## config.mk

```make
export PLATFORM = sky130hd
export DESIGN_NAME = mult_sched
export DESIGN_NICKNAME = d
export VERILOG_FILES = /design/src/rtl/ntru_mult_pkg.sv /design/src/rtl/ntru_haddr_gen.sv /design/src/rtl/mult_sched.sv
export SDC_FILE = /design/constraint.sdc
export NUM_CORES = 1
export LEC_CHECK = 0
export BUFFER_PORTS_ARGS = -buffer_cell sky130_fd_sc_hd__buf_4
export CORE_UTILIZATION = 40
export DETAILED_ROUTE_END_ITERATION = 8
export SLEW_MARGIN = 0
export SYNTH_ARGS = -nofsm -noshare
export SYNTH_HDL_FRONTEND = slang
export SYNTH_SLANG_ARGS = --single-unit
```

## constraint.sdc

```tcl
create_clock -name clk -period 2.7 [get_ports clk]
set_clock_uncertainty 0.05 [all_clocks]
set_input_delay 0.27 -clock clk [delete_from_list [all_inputs] [get_ports clk]]
set_output_delay 0.27 -clock clk [all_outputs]
set_load 0.02 [all_outputs]
```

## src/rtl/ntru_mult_pkg.sv

```systemverilog
// Shared definitions for the multiplication scheduler: width helpers,
// block-count derivation and the controller state encoding.
package ntru_mult_pkg;

  // Ceiling log2 of v (0 for v <= 1).
  function automatic int clog2(input int v);
    int r;
    r = 0;
    for (int gi = 0; gi < 31; gi++) begin
      if ((1 << gi) < v) r = gi + 1;
    end
    return r;
  endfunction

  // Number of bits needed to hold the value v, never less than 1.
  function automatic int bits_for(input int v);
    return (v < 1) ? 1 : clog2(v + 1);
  endfunction

  // Block count: lanes of width m covering a polynomial of length n.
  function automatic int calc_b(input int n, input int m);
    return (n + m - 1) / m;
  endfunction

  // Address width for coefficient indices 0..n-1.
  function automatic int calc_aw(input int n);
    return bits_for(n - 1);
  endfunction

  // Accumulator block index width for blocks 0..B-1.
  function automatic int calc_ew(input int n, input int m);
    return bits_for(calc_b(n, m) - 1);
  endfunction

  // Count width able to hold the value n.
  function automatic int calc_cw(input int n);
    return bits_for(n);
  endfunction

  typedef enum logic [2:0] {
    IDLE  = 3'd0,
    FETCH = 3'd1,
    CHECK = 3'd2,
    PASS  = 3'd3,
    DONE  = 3'd4
  } state_t;

endpackage

```

## src/rtl/ntru_haddr_gen.sv

```systemverilog
// h base-address generator: walks (b*M - i) mod N across the blocks of a
// pass by repeated add-and-conditionally-subtract, so no multiplier or
// divider is needed. Assumes M <= N so a single subtraction suffices.
module ntru_haddr_gen
  import ntru_mult_pkg::*;
#(
  parameter int N = 11,
  parameter int M = 1,
  localparam int AW = calc_aw(N)
) (
  input  logic          clk,
  input  logic          reset,
  input  logic          load,
  input  logic [AW-1:0] base,
  input  logic          step,
  output logic [AW-1:0] addr_h
);

  // Sum width covers the worst case (N-1) + M before reduction.
  localparam int SW = bits_for(N - 1 + M);

  logic [AW-1:0] addr_h_reg;
  logic [AW-1:0] addr_h_next;
  logic [SW-1:0] sum;

  // Next address: advance by M lanes and fold back into 0..N-1.
  always_comb begin
    sum         = SW'(addr_h_reg) + SW'(M);
    addr_h_next = AW'(sum);
    if (sum >= SW'(N)) begin
      addr_h_next = AW'(sum - SW'(N));
    end
  end

  // Address register: load the pass base, otherwise step once per block.
  always_ff @(posedge clk) begin
    if (!reset) begin
      addr_h_reg <= '0;
    end else if (load) begin
      addr_h_reg <= base;
    end else if (step) begin
      addr_h_reg <= addr_h_next;
    end
  end

  assign addr_h = addr_h_reg;

endmodule

```

## src/rtl/mult_sched.sv

```systemverilog
// Sparse polynomial multiplication scheduler. Scans the r coefficients,
// skips zeros, and for every nonzero coefficient runs one accumulation
// pass of B blocks over the lanes, stopping after nnz nonzeros, after
// MAX_CYCLES passes or at the last coefficient.
module mult_sched
  import ntru_mult_pkg::*;
#(
  parameter int N          = 11,
  parameter int M          = 1,
  parameter int MAX_CYCLES = 7,
  localparam int AW = calc_aw(N),
  localparam int EW = calc_ew(N, M),
  localparam int CW = calc_cw(N)
) (
  input  logic          clk,
  input  logic          reset,
  input  logic          start,
  input  logic [CW-1:0] nnz,
  input  logic [1:0]    r,
  output logic [AW-1:0] addr_r,
  output logic [AW-1:0] addr_h,
  output logic [EW-1:0] addr_e,
  output logic          operate,
  output logic          busy,
  output logic          end_op,
  output logic [CW-1:0] passes,
  output logic          overflow
);

  localparam int B = calc_b(N, M);
  localparam logic [AW-1:0] LAST_I  = AW'(N - 1);
  localparam logic [EW-1:0] LAST_B  = EW'(B - 1);
  localparam logic [31:0]   MAX_C32 = 32'(MAX_CYCLES);

  state_t        state_reg;
  logic [AW-1:0] i_reg;
  logic [CW-1:0] k_reg;
  logic [EW-1:0] b_reg;
  logic [CW-1:0] passes_reg;
  logic          overflow_reg;
  logic          operate_reg;
  logic          busy_reg;
  logic          end_op_reg;

  logic          h_load;
  logic          h_step;
  logic [AW-1:0] h_base;
  logic          pass_last;
  logic          job_last;

  // Pass base (N - i) mod N is loaded as the controller leaves CHECK for
  // PASS, so block 0 already presents the right h index.
  always_comb begin
    h_load    = (state_reg == CHECK) && (r != 2'b00);
    h_step    = (state_reg == PASS);
    h_base    = (i_reg == '0) ? '0 : AW'(N) - i_reg;
    pass_last = (b_reg == LAST_B);
    job_last  = ((k_reg + CW'(1)) == nnz) ||
                ((32'(passes_reg) + 32'd1) == MAX_C32) ||
                (i_reg == LAST_I);
  end

  ntru_haddr_gen #(
    .N (N),
    .M (M)
  ) u_haddr_gen (
    .clk    (clk),
    .reset  (reset),
    .load   (h_load),
    .base   (h_base),
    .step   (h_step),
    .addr_h (addr_h)
  );

  // Controller: state, scan/pass counters and registered outputs.
  always_ff @(posedge clk) begin
    if (!reset) begin
      state_reg    <= IDLE;
      i_reg        <= '0;
      k_reg        <= '0;
      b_reg        <= '0;
      passes_reg   <= '0;
      overflow_reg <= 1'b0;
      operate_reg  <= 1'b0;
      busy_reg     <= 1'b0;
      end_op_reg   <= 1'b0;
    end else begin
      operate_reg <= 1'b0;
      end_op_reg  <= 1'b0;
      busy_reg    <= 1'b1;
      case (state_reg)
        IDLE: begin
          busy_reg <= 1'b0;
          if (start) begin
            busy_reg     <= 1'b1;
            passes_reg   <= '0;
            i_reg        <= '0;
            k_reg        <= '0;
            b_reg        <= '0;
            overflow_reg <= (32'(nnz) > MAX_C32);
            if (nnz == '0) begin
              state_reg  <= DONE;
              end_op_reg <= 1'b1;
            end else begin
              state_reg <= FETCH;
            end
          end
        end
        FETCH: begin
          state_reg <= CHECK;
        end
        CHECK: begin
          if (r != 2'b00) begin
            state_reg   <= PASS;
            b_reg       <= '0;
            operate_reg <= 1'b1;
          end else if (i_reg == LAST_I) begin
            state_reg  <= DONE;
            end_op_reg <= 1'b1;
          end else begin
            i_reg     <= i_reg + AW'(1);
            state_reg <= FETCH;
          end
        end
        PASS: begin
          if (pass_last) begin
            b_reg      <= '0;
            k_reg      <= k_reg + CW'(1);
            passes_reg <= passes_reg + CW'(1);
            if (job_last) begin
              state_reg  <= DONE;
              end_op_reg <= 1'b1;
            end else begin
              i_reg     <= i_reg + AW'(1);
              state_reg <= FETCH;
            end
          end else begin
            b_reg       <= b_reg + EW'(1);
            operate_reg <= 1'b1;
          end
        end
        DONE: begin
          state_reg <= IDLE;
          busy_reg  <= 1'b0;
        end
        default: begin
          state_reg <= IDLE;
          busy_reg  <= 1'b0;
        end
      endcase
    end
  end

  assign addr_r   = i_reg;
  assign addr_e   = b_reg;
  assign operate  = operate_reg;
  assign busy     = busy_reg;
  assign end_op   = end_op_reg;
  assign passes   = passes_reg;
  assign overflow = overflow_reg;

endmodule

```

Yosys cells after proc, flatten, opt, wreduce, memory -nomap -nowiden
Index checks and enable logic that the tools add are counted.
{"block": "op_classes", "n_shift": 0, "n_reduce_logical": 16, "n_mul": 0, "bitwise": 0, "n_mux": 36, "n_lt_le_gt_ge": 2, "n_eq_ne": 13, "add_sub_neg": 8, "div": 0}
{"cell": "$mux 4", "n": 13}
{"cell": "$pmux 4 s3", "n": 2}
{"cell": "$add 4x1->4 const B", "n": 5}
{"cell": "$mux 3", "n": 6}
{"cell": "$pmux 4 s2", "n": 2}
{"cell": "$pmux 3 s4", "n": 1}
{"cell": "$mux 1", "n": 9}
{"cell": "$eq 4x4->1 const B", "n": 2}
{"cell": "$logic_not 4->1", "n": 2}
{"cell": "$ne 2x2->1 const B", "n": 4}
{"cell": "$eq 3x2->1 const B", "n": 2}
{"cell": "$reduce_and 3->1", "n": 2}
{"cell": "$reduce_and 6->1", "n": 1}
{"cell": "$reduce_bool 2->1", "n": 3}
{"cell": "$add 4x1->5 const B", "n": 1}
{"cell": "$eq 5x3->1 const B", "n": 1}
{"cell": "$eq 4x4->1", "n": 1}
{"cell": "$ge 4x4->1 const B", "n": 1}
{"cell": "$gt 4x3->1 const B", "n": 1}
{"cell": "$ne 2x1->1 const B", "n": 2}
{"cell": "$pmux 1 s2", "n": 2}
{"cell": "$reduce_and 2->1", "n": 2}
{"cell": "$sub 4x4->4 const A", "n": 1}
{"cell": "$sub 4x4->4 const B", "n": 1}
{"cell": "other kinds (7)", "n": 8}
{"block": "totals", "mem_count": 0, "romBits": 0, "latch_bits": 0, "output_inout_bits": 20, "ff_bits": 27, "word_cells": 85, "ramBits": 0}

Logic depth before layout (Yosys ltp)
{"block": "depth", "word_depth": 7, "mapped_depth": 9}

By module
From an unflattened synthesis, not the netlist that was laid out.
{"block": "hier_totals", "hier_cells": 202, "hier_area_um2": 1692.9}
{"module": "mult_sched", "area_each_um2": 1345.0, "n_inst": 1, "cells_per_inst": 160, "seq_area_each_um2": 460.4}
{"module": "ntru_haddr_gen", "area_each_um2": 347.8, "n_inst": 1, "cells_per_inst": 42, "seq_area_each_um2": 80.1}

Worst setup path before layout
Ideal clock, no wire load.
{"block": "synth_path", "path_kind": "register to register", "startpoint": "register i_reg[0] (netlist: addr_r[0])", "endpoint": "register i_reg[0] (netlist: addr_r[0])", "synth_period_minus_slack_ns": 2.111, "arrival_time_ns": 1.974, "stages_incl_launch_ff": 9, "path_buffers": 0, "path_slack_ns": 0.589, "t_required_ns": 2.563, "path_cell_list": "dfxtp_1 -> inv_1 -> ha_1 -> and3b_1 -> a41oi_1 -> o31a_1 -> a21oi_2 -> or4_1 -> o31ai_1"}
{"block": "synth_via", "elab_chain_len": 4, "elab_cells_between_ends": 11, "classes_between": "add/sub (1); eq/ne (3); mux (5); reduce/logical (2)"}
{"element": "start: declaration", "line_no": "mult_sched.sv:36", "rtl": "logic [AW-1:0] i_reg;"}
{"element": "start signal: assignment", "line_no": "mult_sched.sv:121", "rtl": "i_reg <= i_reg + AW'(1);"}
{"element": "start signal: assignment", "line_no": "mult_sched.sv:134", "rtl": "i_reg <= i_reg + AW'(1);"}
{"element": "$add 4x1->4 or $eq 4x4->1 (tied branches)"}
{"element": "$mux 4 (tied with other cells)", "line_no": "mult_sched.sv:130", "rtl": "if (job_last) begin"}
{"element": "$mux 4 (tied with other cells)", "line_no": "mult_sched.sv:126", "rtl": "if (pass_last) begin"}
{"element": "$pmux 4 s3 or $reduce_and 6->1 (tied branches)"}
Several ways; a longest one is shown, not always the timed one. The select of a mux whose other input is x is not followed.
A chain may end at the register's enable or synchronous reset.

Worst setup path after layout
Ends and elaborated chain as after synthesis.

==> impl_results.rst <==
.. list-table::
   :header-rows: 1

   * - Metric
     - Value
   * - Hold bufs inserted after CTS
     - 0
   * - Final antenna diode count
     - 0
   * - Tmin final
     - 2.144 ns
   * - RSZ-0062 raised after global routing
     - false
   * - Clk Tree Root Cell
     - sky130_fd_sc_hd__clkbuf_8
   * - Worst-path maximum fanout
     - 6
   * - CTS H-tree depth
     - 1
   * - Critical path startpoint category
     - flip-flop
   * - Area of the core
     - 3744 um^2
   * - Relative slew margins
     - 50.04%
   * - Top area cells in the synthesized netlist
     - sky130_fd_sc_hd__dfxtp_1, sky130_fd_sc_hd__ha_1, sky130_fd_sc_hd__a21oi_1
   * - Vias after detailed routing
     - 1461
   * - Clock insertion delay at the later pin of the skew report
     - 0.27 ns
   * - Reg2reg start
     - addr_r[0]
   * - Layout cell share with drive strength beyond 1
     - 19.09%
   * - Global-route wire length before repair
     - 5.899 mm
   * - Count of distinct cell types in the synthesized netlist
     - 46
   * - Run status
     - finished, final reports clean
   * - Instance count after placement with tap cells included
     - 264
   * - TritonCTS clock tree
     - yes
   * - Mean area per synthesized cell
     - 8.232 um^2
   * - Largest net degree at the start of global routing
     - 24
   * - Max VDD drop
     - 187.4 uV
   * - DRC viols
     - 0
   * - Data arrival at the endpoint of the critical path
     - 2.27 ns
   * - Mapped Nets
     - 214
   * - Setup violations, final
     - 0
   * - Critical path launch point
     - addr_r[0]
   * - Number of warnings issued by yosys
     - 0
   * - Cell area after technology mapping
     - 1605 um^2
   * - Die area
     - 4271 um^2
   * - Placement Rows
     - 22
   * - Routability cong.
     - 0.8105
   * - Pwr/cell area
     - 478.1 nW/um^2
   * - Total grt overflow
     - 0
   * - Setup TNS after final layout
     - 0 ns
   * - Total leakage power
     - 0.7801 nW
   * - Total wirelength of the detailed-routed design
     - 3.476 mm
   * - Library cell with the highest instance count after synthesis
     - sky130_fd_sc_hd__dfxtp_1
   * - Type of destination of the critical path
     - flip-flop
   * - Post-route fraction of the period consumed by the critical path
     - 79.42%
   * - Post-synthesis sequential area ratio
     - 33.67%
   * - Resized Gates After CTS
     - 0
   * - Commonest cells post-synth
     - sky130_fd_sc_hd__dfxtp_1, sky130_fd_sc_hd__nor2_1, sky130_fd_sc_hd__a21oi_1
   * - Critical path start-end classification
     - flip-flop to flip-flop
   * - Number of top-level pins
     - 29
   * - Yosys reg bits
     - 27
   * - Synthesized instance count
     - 195
   * - Required time of the critical path
     - 2.83 ns
   * - Actual slew at the worst max-slew pin
     - 0.7485 ns
   * - CTS buffer count
     - 3
   * - Layout area overhead
     - 16.06%
   * - Smallest hold slack
     - 0.2030 ns
   * - Clk pin slew, worst setup/hold paths
     - 0.09 ns
   * - Area share of the largest cell type after synthesis
     - 33.67%
   * - Antenna violations before repair
     - 0
   * - Post-route non-filler standard cell count
     - 268
   * - Vias in the first global route
     - 1319
   * - Number of iterations in the first detailed-routing pass
     - 4
   * - ANT nets after route
     - 0
   * - Number of synthesized flops with an enable pin
     - 0
   * - Detailed router's first-iteration violation count
     - 87
   * - Vias per std cell
     - 5.451
   * - Ys flop type
     - sky130_fd_sc_hd__dfxtp_1
   * - Reported max-cap violation count
     - 0
   * - Overall routing resource usage
     - 17.48%
   * - Input/output buffers
     - 28
   * - Power consumption
     - 0.0008908 W
   * - Initial Util
     - 42.88%
   * - Width of the die
     - 65.35 um
   * - Die height
     - 65.35 um
   * - Slew Limit Fails
     - 0
   * - Count of buffers added by post-CTS timing repair for setup
     - 0
   * - Hold crit path type
     - input port to flip-flop
   * - FF-to-FF path depth
     - 8
   * - Highest attainable clock frequency
     - 466.4 MHz
   * - HPWL after detailed placement
     - 2.670 mm
   * - Maximum count of clock buffers along a single path
     - 2
   * - Number of sinks on the clock net
     - 27
   * - Min-Delay Path Depth
     - 3
   * - Largest area contributor in the synthesized netlist
     - sky130_fd_sc_hd__dfxtp_1
   * - Proportion of synthesized flip-flops having asynchronous set or reset
     - 0%
   * - Hold path start
     - nnz[3]
   * - Post-detailed-route wirelength per cell
     - 12.97 um
   * - Final #Nets
     - 240
   * - Final hold violations
     - 0
final timing paths:
check               to  slack [ns]
max          addr_r[0]        0.56
min           overflow        0.20
max reg2reg  addr_r[0]        0.56
min reg2reg   overflow        0.46
cell usage in the layout (no fill, tap or decap), drive strengths merged, types with 6 or more instances in the layout:
cell	instances
nand3	9
nand3b	6
nor2	27
ha	10
o21ai	8
nand2	13
a21oi	21
buf	28
dfxtp	27
nor3	8
xnor2	6
inv	9
final cells by class:
| type | count | area (um^2) |
|---|---|---|
| clock buffers | 4 | 45.04 |
| fillers | 388 | 1881 |
| inverters | 9 | 33.78 |
| multi-input cells | 152 | 973.4 |
| flip-flops and latches | 27 | 540.5 |
| well taps | 48 | 60.06 |
| repair buffers | 28 | 210.2 |
metrics by stage:
stage / utilization [%] / cell area (um^2) / worst slack, ns
4_1_cts: 49.77 / 1863 / 0.5490
2_1_floorplan: - / 1605 / 0.5891
5_1_grt: 49.77 / 1863 / 0.3858
6_report: 49.77 / 1863 / 0.5557
3_5_place_dp: 48.56 / 1818 / 0.5766
3_3_place_gp: 48.56 / 1818 / 0.6465
logic make-up after synthesis:
logic type / count (synthesis) / synth area share (%)
flip-flops: 27 / 33.67
adder cells (fa/ha/maj): 10 / 7.794
AND/OR/NAND/NOR: 85 / 28.84
AO/OA/AOI/OAI: 45 / 17.30
buffers and inverters: 16 / 5.689
multiplexers: 2 / 1.247
XOR/XNOR: 10 / 5.456
routing by layer:
layer / share of wire (%) / vias to the layer above / routed length [um] / GRT usage (%)
met5: 0 / - / 0 / 0
met4: 1.5 / 0 / 52 / 7.065
met3: 2.8 / 6 / 96 / 2.257
met2: 49 / 27 / 1712 / 29.51
met1: 46 / 687 / 1615 / 22.29
li1: - / 741 / - / -
power breakdown:
| group | internal (W) | switching, W |
|---|---|---|
| Clock | 0.000106 | 0.000122 |
| Combinational | 0.0000884 | 0.000132 |
| Sequential | 0.000417 | 0.0000263 |
critical path, stage by stage (launching register included):
cell and delay [ns]:
sky130_fd_sc_hd__dfxtp_1 0.40, sky130_fd_sc_hd__inv_1 0.11, sky130_fd_sc_hd__ha_1 0.20, sky130_fd_sc_hd__and3b_1 0.19, sky130_fd_sc_hd__a41oi_1 0.17, sky130_fd_sc_hd__o31a_1 0.19
sky130_fd_sc_hd__a21oi_2 0.11, sky130_fd_sc_hd__or4_1 0.53, sky130_fd_sc_hd__o31ai_1 0.09
(Power assumes the default switching activity.)
